## src/rtl/soc_pkg.sv

```systemverilog
// ---------------------------------------------------------------------------
// soc_pkg
// Shared SoC definitions used by the boot-ROM bus slave and its decoder.
//   prom_state_e   : bus-slave FSM states (IDLE, READ, RESP)
//   BOOT_ROM_BASE  : byte address of boot-ROM word 0
//   BOOT_ROM_AW    : boot-ROM word-address width (1024 words)
// ---------------------------------------------------------------------------
package soc_pkg;

    typedef enum logic [1:0] {
        IDLE = 2'd0,
        READ = 2'd1,
        RESP = 2'd2
    } prom_state_e;

    localparam logic [31:0] BOOT_ROM_BASE = 32'h0000_0000;
    localparam int          BOOT_ROM_AW   = 10;

endpackage : soc_pkg

```

## src/rtl/prom_addr_decode.sv

```systemverilog
// ---------------------------------------------------------------------------
// prom_addr_decode
// Combinational address decoder for a word-organised memory window.
// The window starts at BASE_ADDR and spans 4 << AW bytes. Only aligned
// reads inside the window hit; everything else is an error.
//   addr_i      : byte address of the request
//   we_i        : 1 = write (never a hit)
//   hit_o       : aligned read inside the window
//   err_o       : inverse of hit_o
//   word_addr_o : word index inside the window
// ---------------------------------------------------------------------------
module prom_addr_decode
    import soc_pkg::*;
#(
    parameter logic [31:0] BASE_ADDR = BOOT_ROM_BASE,
    parameter int          AW        = BOOT_ROM_AW
) (
    input  logic [31:0]   addr_i,
    input  logic          we_i,
    output logic          hit_o,
    output logic          err_o,
    output logic [AW-1:0] word_addr_o
);

    // Window size in bytes, one bit wider so that large AW cannot overflow.
    localparam logic [32:0] WIN_BYTES = 33'd4 << AW;

    logic [31:0] off;
    logic        in_win;
    logic        aligned;

    // Plain 32-bit subtraction: addresses below the base wrap to a huge
    // offset and fall outside the window, which also covers a base near 2^32.
    assign off         = addr_i - BASE_ADDR;
    assign in_win      = ({1'b0, off} < WIN_BYTES);
    assign aligned     = (addr_i[1:0] == 2'b00);
    assign hit_o       = in_win & aligned & ~we_i;
    assign err_o       = ~hit_o;
    assign word_addr_o = off[AW+1:2];

endmodule : prom_addr_decode

```

## src/rtl/prom_bus_slave.sv

```systemverilog
// ---------------------------------------------------------------------------
// prom_bus_slave
// Valid/ready bus-slave front end for a synchronous-read boot pROM with
// one cycle of data latency. The pROM itself lives in the parent.
//   clk, reset_n           : clock, synchronous active-low reset
//   req_valid/ready/addr/we: read request channel (writes answered with error)
//   resp_valid/ready       : response channel
//   resp_rdata, resp_err   : held response data and error flag
//   rom_ad, rom_ce         : pROM word address and clock enable
//   rom_oce, rom_reset     : pROM output enable (tied 1), pROM reset
//   rom_dout               : pROM read data
// Build option PROM_BACK2BACK_EN: accept the next request in the cycle the
// current response handshakes (adds a resp_ready -> req_ready/rom_ce path).
// ---------------------------------------------------------------------------
module prom_bus_slave
    import soc_pkg::*;
#(
    parameter logic [31:0] BASE_ADDR = BOOT_ROM_BASE,
    parameter int          ROM_AW    = BOOT_ROM_AW,
    parameter int          DATA_W    = 32
) (
    input  logic              clk,
    input  logic              reset_n,
    input  logic              req_valid,
    output logic              req_ready,
    input  logic [31:0]       req_addr,
    input  logic              req_we,
    output logic              resp_valid,
    input  logic              resp_ready,
    output logic [DATA_W-1:0] resp_rdata,
    output logic              resp_err,
    output logic [ROM_AW-1:0] rom_ad,
    output logic              rom_ce,
    output logic              rom_oce,
    output logic              rom_reset,
    input  logic [DATA_W-1:0] rom_dout
);

    prom_state_e       state_q, state_d;
    logic [DATA_W-1:0] rdata_q, rdata_d;
    logic              err_q,   err_d;

    logic              dec_hit;
    logic              dec_err;
    logic              accept;

    prom_addr_decode #(
        .BASE_ADDR (BASE_ADDR),
        .AW        (ROM_AW)
    ) u_decode (
        .addr_i      (req_addr),
        .we_i        (req_we),
        .hit_o       (dec_hit),
        .err_o       (dec_err),
        .word_addr_o (rom_ad)
    );

    // The pROM samples rom_ad on the same edge that accepts the request.
    assign accept     = req_valid & req_ready;
    assign rom_ce     = accept & dec_hit;
    assign rom_oce    = 1'b1;
    assign rom_reset  = ~reset_n;
    assign resp_valid = (state_q == RESP);
    assign resp_rdata = rdata_q;
    assign resp_err   = err_q;

    // Ready is forced low while reset is held so nothing is accepted or
    // enabled on the pROM until the slave is out of reset.
    always_comb begin
        req_ready = 1'b0;
        case (state_q)
            IDLE:    req_ready = reset_n;
`ifdef PROM_BACK2BACK_EN
            RESP:    req_ready = reset_n & resp_ready;
`endif
            default: req_ready = 1'b0;
        endcase
    end

    always_comb begin
        state_d = state_q;
        rdata_d = rdata_q;
        err_d   = err_q;
        case (state_q)
            IDLE: begin
                if (accept) begin
                    if (dec_hit) begin
                        state_d = READ;
                    end else begin
                        state_d = RESP;
                        rdata_d = '0;
                        err_d   = dec_err;
                    end
                end
            end
            READ: begin
                // pROM output is valid in the cycle after the enable edge.
                state_d = RESP;
                rdata_d = rom_dout;
                err_d   = 1'b0;
            end
            RESP: begin
                if (resp_ready) begin
                    state_d = IDLE;
`ifdef PROM_BACK2BACK_EN
                    if (accept) begin
                        if (dec_hit) begin
                            state_d = READ;
                        end else begin
                            state_d = RESP;
                            rdata_d = '0;
                            err_d   = dec_err;
                        end
                    end
`endif
                end
            end
            default: state_d = IDLE;
        endcase
    end

    // Reset drops any in-flight read or held response.
    always_ff @(posedge clk) begin
        if (!reset_n) begin
            state_q <= IDLE;
            rdata_q <= '0;
            err_q   <= 1'b0;
        end else begin
            state_q <= state_d;
            rdata_q <= rdata_d;
            err_q   <= err_d;
        end
    end

endmodule : prom_bus_slave

```

## config.mk

```make
export PLATFORM = sky130hd
export DESIGN_NAME = prom_bus_slave
export DESIGN_NICKNAME = d
export VERILOG_FILES = /design/src/rtl/soc_pkg.sv /design/src/rtl/prom_addr_decode.sv /design/src/rtl/prom_bus_slave.sv
export SDC_FILE = /design/constraint.sdc
export NUM_CORES = 1
export LEC_CHECK = 0
export ABC_CLOCK_PERIOD_IN_PS = 3200
export BUFFER_PORTS_ARGS = -buffer_cell sky130_fd_sc_hd__buf_2
export CORE_UTILIZATION = 45
export DETAILED_ROUTE_END_ITERATION = 16
export PLACE_DENSITY = 0.85
export SYNTH_ARGS = -nofsm -noshare
export SYNTH_HDL_FRONTEND = slang
export SYNTH_SLANG_ARGS = --single-unit
```

## constraint.sdc

```tcl
create_clock -name clk -period 3.2 [get_ports clk]
set_clock_uncertainty 0.05 [all_clocks]
set_input_delay 0 -clock clk [delete_from_list [all_inputs] [get_ports clk]]
set_output_delay 0 -clock clk [all_outputs]
set_load 0.03 [all_outputs]
```

==> impl_metrics.toml <==
[setup_path]
cp-start-kind = "flop"
worstPathArrival_ns = 2.09
worst-setup-path-type = "reg -> out"
cp_max_fo = 35
timing.rr.end = "state_q[1]$_SDFFE_PN0P_"
end_kind = "output port"
required_ns = 3.15
r2r_cells = 4
r2r_slack_ns = 1.20
rr_startpoint = "state_q[0]$_SDFFE_PN0P_"

[final_layout]
nets = 402
final_cells = 382
syn_to_final_growth_pct = 51.1
final_common_cell = "buf_2"
drive_above_1_share = 0.329
final_cell_mix = "buf_2 (95), dlygate4sd3_1 (43), nand2_1 (35), dfxtp_1 (35), a31oi_1 (33)"
diodes = 0

[logic_synthesis]
syn-cell-area_um2 = 1750
ys_seq_elements = 35
synth.area.top_cells = "dfxtp_1 (40%), a31oi_1 (12%), nand4_1 (11%)"
synth_top_area_frac = 0.401
synth.yosys.seq_area_share = 0.401
synth_cell_type_count = 23
yosys_warnings = 0
syn_nets = 290
avgSynthCellArea_um2 = 7.90
syn_inst = 221
synth_top_area_cell = "dfxtp_1"

[clock_tree]
clk_pin_slew_worst_paths_ns = 0.07
numCtsBuffers = 5
htreeDepth = 2
cts.path.max_buffers = 2
cts_tree = "done"
cts.sinks = 35
cts_root_buf = "clkbuf_8"
clock_latency_ns = 0.28
cts_setup_buffers = 0

[run]
max_cap_viol_count = 0

[placed_design]
gp_congestion = 0.729
hpwlAfterDp_um = 3030
dp.cells = 331
port-buffer-count = 95

[timing]
setup_viol = 0
max_slew_margin = 0.227
tns_ns = 0
rsz0062_at_grt = "false"
worst_pin_slew_ns = 1.16
fmax_ghz = 0.467
maxSlewViolCount = 0
hold_viol = 0
fin_crit_sh = 0.670
min_period_ns = 2.14

[drt]
drt_first_pass_iters = 5
drt_iter0_drc = 231
drc = 0
wl_per_cell_um = 13.7
wl_um = 5220
via_count = 2142
ant_nets = 0
viasPerCell = 5.61

[floorplanning]
io_pins = 117
die-height_um = 64.3
rows = 22
die_x_um = 64.3
coreArea_um2 = 3690
initial_core_util = 0.473
die-area_um2 = 4130

[power_and_ir_drop]
peakVddDrop_mv = 0.226
p_leak_nw = 1.10
p_per_area_nw_per_um2 = 371

[global_routing]
antenna_found_initial = 0
grt_pass1_vias = 1898
grtUsageTotal = 0.246
grt_overflow = 0
grt_pass1_wl_um = 8050
grt_max_degree = 67

[min_path]
min-delay-start = "req_addr[25]"
hp-class = "in -> reg"
min_path_cells = 5
hold_end = "state_q[0]$_SDFFE_PN0P_"

[outcome]
outcome = "finished, final reports clean"
-- area by class of cell --
| cell class | count | area (um2) |
|---|---|---|
| multi-input combinational | 150 | 835 |
| timing repair buffer | 140 | 921 |
| sequential | 35 | 701 |
| clock inverter | 2 | 35.0 |
| tap | 48 | 60.1 |
| inverter | 1 | 3.75 |
| fill | 290 | 1050 |
| clock buffer | 6 | 82.6 |
-- registers in the layout, summed over array words and instances (netlist names) --
signal / flops
state_q: 2
resp_rdata: 32
resp_err: 1
-- Yosys cell counts (all sizes together) --
cell and n:
nor2b 2, nand4 32, conb 1, buf 24, nand3 32, nor4 3
nor3 1, clkbuf 11, dfxtp 35, a21oi 1, nand2 35, nor2 3
nor3b 1, and4 1, or4 2, a21o 1, clkinv 1, nand2b 2
a31oi 33
-- cell families (layout without fill, tap and decap cells) --
logic type,count (synthesis),in the layout,synth area share
DFF,35,35,0.401
and+or+nand+nor,114,114,0.348
AOI/OAI and AO/OA,35,35,0.125
buffers and inverters,36,149,0.123
other,1,1,0.00215
-- worst max-delay path by stage --
stage | cells after the start | to | startpoint | slack (ns)
floorplan | 4 | rom_ce | state_q[0]$_SDFFE_PN0P_ | 1.02
global placement | 4 | state_q[1]$_SDFFE_PN0P_ | state_q[0]$_SDFFE_PN0P_ | 1.24
detailed placement | 4 | state_q[1]$_SDFFE_PN0P_ | state_q[0]$_SDFFE_PN0P_ | 1.23
CTS | 4 | rom_ce | state_q[0]$_SDFFE_PN0P_ | 1.08
global route | 4 | rom_ce | state_q[0]$_SDFFE_PN0P_ | 0.88
finish | 4 | rom_ce | state_q[0]$_SDFFE_PN0P_ | 1.06
-- stage by stage --
step | hold WS, ns | util | setup slack (ns) | area [um2] | power (mW)
3_3_place_gp | -0.0498 | 0.566 | 1.24 | 2090 | 0.516
5_1_grt | 0.166 | 0.715 | 0.877 | 2640 | 1.01
6_report | 0.156 | 0.715 | 1.06 | 2640 | 0.977
2_1_floorplan | 0.0817 | - | 1.02 | 1750 | 0.501
4_1_cts | 0.138 | 0.715 | 1.08 | 2640 | 0.984
3_5_place_dp | -0.0498 | 0.566 | 1.23 | 2090 | 0.517
-- report_power, final --
part / leakage, nW / switching [mW] / internal, mW
logic: 0.754 / 0.0577 / 0.0675
registers: 0.282 / 0.00111 / 0.437
clock network: 0.0612 / 0.162 / 0.252
-- per-layer routing --
layer  GRT usage  up-vias  share of wire
met2       0.462      120           0.50
met3      0.0643        8          0.082
met5           0        -              0
li1            -     1032              -
met4      0.0722        0          0.012
met1       0.266      982           0.40
-- worst max-delay path, stage by stage (launching register included) --
cell and delay [ns]:
dfxtp_1 0.34, nor3b_1 0.24, nand2_1 0.70, nor2_1 0.29
buf_2 0.23
-- repair_timing --
action                    4_1_cts  5_1_grt
hold buffers                   43        0
hold endpoints to repair       43        0
gates resized for setup         0        0
Note: power is estimated with default switching activity, not from simulation.
